==> config.mk <==
export PLATFORM = sky130hd
export DESIGN_NAME = ed_stats_monitor
export DESIGN_NICKNAME = d
export VERILOG_FILES = /design/src/rtl/ed_mon_pkg.sv /design/src/rtl/ed_calc.sv /design/src/rtl/ed_stats_monitor.sv
export SDC_FILE = /design/constraint.sdc
export NUM_CORES = 1
export LEC_CHECK = 0
export ABC_AREA = 1
export CORE_UTILIZATION = 37
export DETAILED_ROUTE_END_ITERATION = 10
export GPL_TIMING_DRIVEN = 0
export HOLD_SLACK_MARGIN = 0.06
export RECOVER_POWER = 25
export SYNTH_ARGS = -nofsm -noshare
export SYNTH_HDL_FRONTEND = slang
export SYNTH_SLANG_ARGS = --single-unit
==> constraint.sdc <==
create_clock -name clk -period 10.3 [get_ports clk]
set_clock_uncertainty 0.15 [all_clocks]
set_input_delay 3.09 -clock clk [delete_from_list [all_inputs] [get_ports clk]]
set_output_delay 3.09 -clock clk [all_outputs]
set_load 0.01 [all_outputs]
==> src/rtl/ed_mon_pkg.sv <==
// Shared types and width helpers for the adder error-distance monitor family.
// Widths are functions of operand width N and window exponent LOG_WIN.
package ed_mon_pkg;

    localparam int ED_MON_N_DEF       = 16;
    localparam int ED_MON_LOG_WIN_DEF = 10;

    typedef enum logic [1:0] {
        IDLE   = 2'd0,
        RUN    = 2'd1,
        DRAIN  = 2'd2,
        REPORT = 2'd3
    } ed_mon_state_t;

    // Signed error distance: one bit wider than the N+1 bit sum so it never truncates.
    function automatic int ed_w(input int n);
        return n + 2;
    endfunction

    function automatic int abs_w(input int n);
        return n + 1;
    endfunction

    function automatic int sum_w(input int n, input int log_win);
        return n + 1 + log_win;
    endfunction

    function automatic int bias_w(input int n, input int log_win);
        return n + 2 + log_win;
    endfunction

endpackage

==> src/rtl/ed_calc.sv <==
// Exact sum and error distance of one approximate-adder sample.
// Latency: combinational. Backpressure: none (pure function of inputs).
// Usable by any checker on the A/B/approx-sum interface.
module ed_calc
    import ed_mon_pkg::*;
#(
    parameter int N = ED_MON_N_DEF
) (
    input  logic [N-1:0]            a,
    input  logic [N-1:0]            b,
    input  logic [N:0]              approx,
    output logic [N:0]              exact,
    output logic signed [ed_w(N)-1:0] ed,
    output logic [abs_w(N)-1:0]     abs_ed,
    output logic                    nonzero
);

    localparam int ED_W = ed_w(N);

    logic [ED_W-1:0] ed_neg;

    assign exact   = {1'b0, a} + {1'b0, b};
    assign ed      = $signed({1'b0, exact}) - $signed({1'b0, approx});
    assign ed_neg  = ~ed + ED_W'(1);
    // |ED| peaks at 2^(N+1)-1, so dropping the sign bit is lossless.
    assign abs_ed  = ed[ED_W-1] ? ed_neg[ED_W-2:0] : ed[ED_W-2:0];
    assign nonzero = (ed != '0);

endmodule

==> src/rtl/ed_stats_monitor.sv <==
// Windowed error statistics (count, sum/max/mean |ED|, bias) over 2^LOG_WIN samples.
// Latency: report valid two edges after the last transfer; one sample per cycle sustained.
// Backpressure: in_ready only in RUN; report held until stat_ack or start.
module ed_stats_monitor
    import ed_mon_pkg::*;
#(
    parameter int N       = ED_MON_N_DEF,
    parameter int LOG_WIN = ED_MON_LOG_WIN_DEF
) (
    input  logic                              clk,
    input  logic                              rst,
    input  logic                              start,
    input  logic                              in_valid,
    output logic                              in_ready,
    input  logic [N-1:0]                      in_a,
    input  logic [N-1:0]                      in_b,
    input  logic [N:0]                        in_approx,
    output logic                              stat_valid,
    input  logic                              stat_ack,
    output logic [LOG_WIN:0]                  err_count,
    output logic [sum_w(N, LOG_WIN)-1:0]      sum_abs_ed,
    output logic [N:0]                        max_abs_ed,
    output logic signed [bias_w(N, LOG_WIN)-1:0] bias_sum,
    output logic [N:0]                        mean_abs_ed
);

    localparam int ED_W  = ed_w(N);
    localparam int ABS_W = abs_w(N);
    localparam int SUM_W = sum_w(N, LOG_WIN);

    localparam logic [LOG_WIN:0] WIN_M1 = {1'b0, {LOG_WIN{1'b1}}};

    ed_mon_state_t state, state_nxt;

    logic [N:0]              calc_exact_unused;
    logic signed [ED_W-1:0]  calc_ed;
    logic [ABS_W-1:0]        calc_abs;
    logic                    calc_nz;

    logic [LOG_WIN:0]        cnt;
    logic                    s1_vld;
    logic signed [ED_W-1:0]  s1_ed;
    logic [ABS_W-1:0]        s1_abs;
    logic                    s1_nz;

    logic                    xfer;
    logic                    last_xfer;

    ed_calc #(
        .N(N)
    ) u_calc (
        .a       (in_a),
        .b       (in_b),
        .approx  (in_approx),
        .exact   (calc_exact_unused),
        .ed      (calc_ed),
        .abs_ed  (calc_abs),
        .nonzero (calc_nz)
    );

    assign xfer      = in_valid && in_ready;
    assign last_xfer = xfer && (cnt == WIN_M1);

    always_ff @(posedge clk) begin
        if (rst) begin
            state <= IDLE;
        end else begin
            state <= state_nxt;
        end
    end

    always_comb begin
        state_nxt = state;
        if (start) begin
            state_nxt = RUN;
        end else begin
            case (state)
                IDLE:    state_nxt = IDLE;
                RUN:     if (last_xfer) state_nxt = DRAIN;
                DRAIN:   state_nxt = REPORT;
                REPORT:  if (stat_ack) state_nxt = IDLE;
                default: state_nxt = IDLE;
            endcase
        end
    end

    always_comb begin
        in_ready   = 1'b0;
        stat_valid = 1'b0;
        case (state)
            RUN:     in_ready   = 1'b1;
            REPORT:  stat_valid = 1'b1;
            default: ;
        endcase
    end

    // Stage 1 folds into the accumulators on the edge after it loads,
    // so the DRAIN edge absorbs the final sample of the window.
    always_ff @(posedge clk) begin
        if (rst || start) begin
            cnt        <= '0;
            s1_vld     <= 1'b0;
            s1_ed      <= '0;
            s1_abs     <= '0;
            s1_nz      <= 1'b0;
            err_count  <= '0;
            sum_abs_ed <= '0;
            max_abs_ed <= '0;
            bias_sum   <= '0;
        end else begin
            if (s1_vld) begin
                err_count  <= err_count + {{LOG_WIN{1'b0}}, s1_nz};
                sum_abs_ed <= sum_abs_ed + {{LOG_WIN{1'b0}}, s1_abs};
                bias_sum   <= bias_sum + {{LOG_WIN{s1_ed[ED_W-1]}}, s1_ed};
                if (s1_abs > max_abs_ed) begin
                    max_abs_ed <= s1_abs;
                end
            end
            s1_vld <= xfer;
            if (xfer) begin
                s1_ed  <= calc_ed;
                s1_abs <= calc_abs;
                s1_nz  <= calc_nz;
                cnt    <= cnt + (LOG_WIN+1)'(1);
            end
        end
    end

    assign mean_abs_ed = sum_abs_ed[SUM_W-1:LOG_WIN];

endmodule
==> results of run 1 <==
-- critical path: cells and delay by family --
kind / cells / cell delay (ns)
buffers and inverters: 4 / 0.69
adders and majority gates: 3 / 1.24
AOI/OAI and AO/OA: 2 / 0.27
and+or+nand+nor: 10 / 0.86
-- path summary, 6_finish.rpt --
| check | startpoint | to | slack (ns) | cells after the start |
|---|---|---|---|---|
| worst max-delay path | in_a[1] | s1_abs[14] | 4.30 | 19 |
| worst max register to register | s1_ed[0] | bias_sum[26] | 7.28 | 13 |
| worst min-delay path | err_count[10] | err_count[10] | 0.32 | 2 |
| worst min register to register | err_count[10] | err_count[10] | 0.32 | 2 |
-- report_power, final --
| part | internal (mW) | leakage (nW) | switching, mW |
|---|---|---|---|
| clock network | 0.386 | 0.273 | 0.242 |
| registers | 0.518 | 1.07 | 0.00917 |
| logic | 0.131 | 4.85 | 0.229 |
-- layout by cell type, fill, tap and decap left out, drive strengths merged, types with 4 or more instances in the layout --
cell type      instances
clkinvlp               6
clkbuf                52
inv                  262
a21oi                125
nor2                 211
o211ai                15
nand3                 78
a21o                   6
dlygate4sd3           34
or2                    7
clkinv                 4
nand3b                10
xor2                  32
xnor2                 10
dfxtp                132
ha                    86
o21a                   6
nor3                  17
nand2                330
nor4                   5
clkdlybuf4s50        121
fa                    18
nand4                 11
buf                   22
o21ai                122
-- sequential cells by signal, summed over array words and instances (netlist names) --
name        flops
bias_sum       28
s1_ed          18
sum_abs_ed     27
max_abs_ed     17
err_count      11
s1_vld          1
state           2
cnt            11
s1_nz           1
s1_abs         16
-- cells in the mapped netlist, types with 13 or more instances --
master    number
inv_1        253
buf_4         17
a21oi_1      124
nor3_1        16
nand2_2       13
o211ai_1      15
ha_1          86
nor2_1       206
nand3_1       75
nand2_1      317
dfxtp_1      132
clkbuf_1      33
o21ai_0      110
fa_1          18
xor2_1        32
-- cells by family (layout without fill, tap and decap cells) --
| logic type | Yosys count | after routing | share of synthesized area [%] |
|---|---|---|---|
| AND/OR/NAND/NOR | 673 | 673 | 28.1 |
| buffers and inverters | 318 | 504 | 12.5 |
| adder cells (fa/ha/maj) | 104 | 104 | 14.3 |
| AO/OA/AOI/OAI | 284 | 284 | 15.2 |
| XOR/XNOR | 42 | 42 | 3.65 |
| flip-flops | 132 | 132 | 26.3 |
-- final cells by class --
| type | count | area, um2 | share of cell area (%) |
|---|---|---|---|
| multi-input cells | 1103 | 6160 | 48.7 |
| flip-flops and latches | 132 | 2640 | 20.9 |
| repair buffers | 155 | 1550 | 12.3 |
| inverters | 263 | 987 | 7.81 |
| clock buffers | 19 | 443 | 3.50 |
| well taps | 341 | 427 | 3.37 |
| plain buffers | 55 | 274 | 2.17 |
| clock inverters | 12 | 158 | 1.25 |
-- metal layers --
metal | up-vias | share of wire, %
met2 | 275 | 47
li1 | 5303 | -
met1 | 4522 | 47
met3 | 26 | 4.3
met5 | - | 0
met4 | 0 | 1.5
-- metrics by stage --
stage	hold WS (ns)	power (mW)	worst slack, ns	area, um2	util [%]
3_5_place_dp	0.316	0.898	3.87	12000	44.9
3_3_place_gp	0.308	0.893	3.89	12000	44.9
4_1_cts	0.325	1.53	4.30	12600	47.2
2_1_floorplan	0.303	0.794	4.60	10100	-
5_1_grt	0.354	1.60	4.02	12600	47.2
6_report	0.316	1.51	4.30	12600	47.2
==> metrics.md, run 1 <==
| Metric | Value |
|---|---|
| Initial Utilization | 37.6% |
| Post-Syn Instances | 1,553 |
| Highest Clock Rate | 167 MHz |
| CP Capture Type | flop |
| Vias/cell | 4.87 |
| Grt total ovfl | 0 |
| Hold Crit Class | reg2reg |
| Vias in the first global route | 9,334 |
| WL per Instance | 14.1 um |
| Largest net degree at the start of global routing | 17 |
| Initial antenna violation count | 0 |
| Cell taking the most area after synthesis | dfxtp_1 |
| Num CTS Buffers | 17 |
| Syn-to-layout area delta | 25.6% |
| CP required | 10.46 ns |
| CORE AREA | 26,800 um2 |
| Grt met1 use | 27.9% |
| Static leakage | 6.19 nW |
| Sequential-to-total area share from yosys stat | 26.3% |
| Async SR Flop Fraction | 0% |
| Final Hold Viols | 0 |
| Row count | 60 |
| Tot GR Track Use | 21.4% |
| Die area | 27,900 um2 |
| GP Congestion | 0.912 |
| Yosys warns | 0 |
| CTS resizes | 0 |
| Period utilisation layout | 58.2% |
| Final Non-Filler Cells | 2,080 |
| CTS Hold Buffers Added | 0 |
| Clock sink total | 132 |
| Routed Antenna Nets | 0 |
| Clock Tree Buf Depth | 2 |
| GRT met3 Usage | 2.88% |
| Setup TNS | 0 ns |
| Largest cells by area after synthesis | dfxtp_1 26%, nand2_1 12%, ha_1 11% |
| CP max-delay cell | fa_1 |
| Die W | 167 um |
| RSZ-0062 raised after global routing | false |
| Global-route wire length before repair | 47,500 um |
| Postcts setup bufs | 0 |
| Final wirelength | 29,300 um |
| Cells after DPL | 2,049 |
| Worst-path cell chain | clkdlybuf4s50_1, inv_1, fa_1, inv_1, fa_1, inv_1, ha_1, a21boi_1, nand3_2, nor2_2, nand2_2, nor2_4, nand2_2, nor2_4, nand2_1, o21ai_2, nand2_1, nand2_1, nor2_1 |
| Clock Latency Late Sink | 0.42 ns |
| Ant. Diodes | 0 |
| Number of synthesized flops with an enable pin | 0 |
| Synth Net Count | 1,711 |
| Status | finished clean |
| #FFs+latches synth | 132 |
| Max incr delay on CP | 0.53 ns |
| Peak supply drop | 118 uV |
| Port-buffer cells | 155 |
| I/O pin cnt | 156 |
| Share of Yosys cell area claimed by the top area cell type | 26.3% |
| CTS root buf | clkbuf_16 |
| Mapped Area | 10,100 um2 |
| Worst path arrival time | 6.16 ns |
| Final Max Tran Viols | 0 |
| Die Ht | 167 um |
| Via count | 10.1k |
| WS Path Type | in2reg |
| Pwr Density | 120 nW/um2 |
| # fillers | 2,790 |
| H-tree depth | 4 |
| Max cap viols | 0 |
| Most used DFF post-synth | dfxtp_1 |
| Clk slew on worst S/H paths | 0.06 ns |
| DRT iter0 DRCs | 538 |
| Netlist cell types | 44 |
| CTS tree | yes |
| Synth Area per Inst | 6.48 um2 |
| Crit path max fanout | 5 |
| Slew HR | 36.5% |
| Worst setup SP type | input pin |
| Min Tclk post-route | 6.00 ns |
| Met2 Resource Use GR | 36.9% |
| Nets | 1,885 |
| Final setup violation count | 0 |
| GRT Max-Usage Layer | met2 |
| DRC | 0 |
| Worst Tran Pin Value | 0.952 ns |
| Hpwl dp | 23,800 um |
| Detailed Routing Iterations Pass 1 | 5 |
| Share of cells above drive strength 1 | 5.12% |
Note: power is estimated with default switching activity, not from simulation.
==> run 2: changes to the inputs <==
clock period = 4.9 ns   (was 10.3 ns; I/O delays follow)
==> metrics.md, run 2 (synthesis gave the netlist of run 1 again) <==
| Metric | Value |
|---|---|
| Status | finished clean |
| Ant. Diodes | 0 |
| CTS resizes | 0 |
| DRC | 0 |
| Reg area | 2640 um2 |
| GP Congestion | 0.912 |
| WS Path Type | in2reg |
| Highest Clock Rate | 229 MHz |
| Syn-to-layout area delta | 25.6% |
| Worst R2R End | bias_sum[24] |
| RSZ-0062 raised after global routing | false |
| Pwr Density | 252 nW/um2 |
| Crit path to | s1_abs[14] |
| Initial Utilization | 37.6% |
| Grt total ovfl | 0 |
| Setup TNS | 0 ns |
| Slew HR | 36.4% |
| I/O pin cnt | 156 |
| Reg2Reg Launch Point | s1_ed[0] |
| Worst Tran Pin Value | 0.954 ns |
| Multi-input gate area in the final layout | 6160 um2 |
| Postcts setup bufs | 0 |
| Largest net degree at the start of global routing | 17 |
| Final Util | 47.2% |
| Final Hold Viols | 0 |
| GRT Max-Usage Layer | met2 |
| Most frequent cells in the layout | 317 x nand2_1, 254 x inv_1, 206 x nor2_1 |
| Die W | 167 um |
| Clock sink total | 132 |
| Hpwl dp | 23,800 um |
| H-tree depth | 4 |
| Worst path arrival time | 4.54 ns |
| Final Max Tran Viols | 0 |
| Min Tclk post-route | 4.38 ns |
| CP required | 5.06 ns |
| Die Ht | 167 um |
| Commonest non-fill, non-tap cell in the layout | nand2_1 |
| Worst hold slack | 0.316 ns |
| Hold Crit Class | reg2reg |
| Via count | 10.1k |
| Met2 Resource Use GR | 36.9% |
| Grt met1 use | 27.9% |
| Reg2reg path depth | 14 |
| CTS tree | yes |
| Crit path max fanout | 5 |
| Period utilisation layout | 89.3% |
| Worst setup SP type | input pin |
| Port-buffer cells | 155 |
| Share of cells above drive strength 1 | 5.12% |
| Global-route wire length before repair | 47,500 um |
| Vias in the first global route | 9,334 |
| Final wirelength | 29,200 um |
| Max cap viols | 0 |
| Vias/cell | 4.87 |
| GRT met3 Usage | 2.88% |
| Clock Latency Late Sink | 0.42 ns |
| Final setup violation count | 0 |
| Clk slew on worst S/H paths | 0.06 ns |
| Largest regs | bias_sum (28), sum_abs_ed (27), s1_ed (18) |
| Detailed Routing Iterations Pass 1 | 5 |
| Nets | 1,885 |
| CP Capture Type | flop |
| Die area | 27,900 um2 |
| Clock Tree Buf Depth | 2 |
| # fillers | 2,790 |
| Worst Setup SP | in_a[1] |
| Row count | 60 |
| WL per Instance | 14.1 um |
| Power Total | 3.18 mW |
| Reg2reg setup slack | 1.80 ns |
| CORE AREA | 26,800 um2 |
| Tot GR Track Use | 21.4% |
| Peak supply drop | 249 uV |
| CTS Hold Buffers Added | 0 |
| Initial antenna violation count | 0 |
| Largest Register | bias_sum |
| DRT iter0 DRCs | 539 |
| Max FFs per register | 28 |
| Static leakage | 6.20 nW |
| CTS root buf | clkbuf_16 |
| Routed Antenna Nets | 0 |
| Num CTS Buffers | 17 |
[run 2: how the worst min path moves through the flow]
| stage | slack (ns) | to | cells after the start | startpoint |
|---|---|---|---|---|
| CTS | 0.33 | err_count[10] | 2 | err_count[10] |
| global placement | 0.31 | err_count[10] | 2 | err_count[10] |
| detailed placement | 0.32 | err_count[10] | 2 | err_count[10] |
| floorplan | 0.30 | cnt[10] | 2 | cnt[10] |
| finish | 0.32 | err_count[10] | 2 | err_count[10] |
| global route | 0.35 | err_count[10] | 2 | err_count[10] |
[run 2: stage by stage]
stage	cell area [um2]	setup WS, ns	instances
2_1_floorplan	10100	0.822	1553
3_3_place_gp	12000	0.112	2049
3_5_place_dp	12000	0.0850	2049
4_1_cts	12600	0.517	2080
5_1_grt	12600	0.240	2080
6_report	12600	0.524	2080
[run 2: worst max-delay path, stage by stage]
cell and delay [ns]:
clkdlybuf4s50_1 0.45, inv_1 0.05, fa_1 0.52, inv_1 0.07
fa_1 0.53, inv_1 0.12, ha_1 0.19, a21boi_1 0.19
nand3_2 0.10, nor2_2 0.10, nand2_2 0.07, nor2_4 0.11
nand2_2 0.09, nor2_4 0.14, nand2_1 0.08, o21ai_2 0.08
nand2_1 0.07, nand2_1 0.06, nor2_1 0.04
[run 2: per-layer routing]
metal	up-vias	share of wire, %
met1	4529	47
met2	275	47
met4	0	1.6
met5	-	0
met3	29	4.2
li1	5300	-
[run 2: where the power goes]
group | leakage (nW) | switching [mW] | internal [mW]
combinational | 4.86 | 0.481 | 0.275
clock | 0.273 | 0.509 | 0.810
sequential | 1.07 | 0.0193 | 1.09
[run 2: cell type report]
cell class,instances,share of cell area (%)
Multi-Input combinational cell,1103,48.7
Timing Repair Buffer,155,12.3
Inverter,263,7.81
Tap cell,341,3.37
Clock inverter,12,1.25
Buffer,55,2.17
Sequential cell,132,20.9
Clock buffer,19,3.50
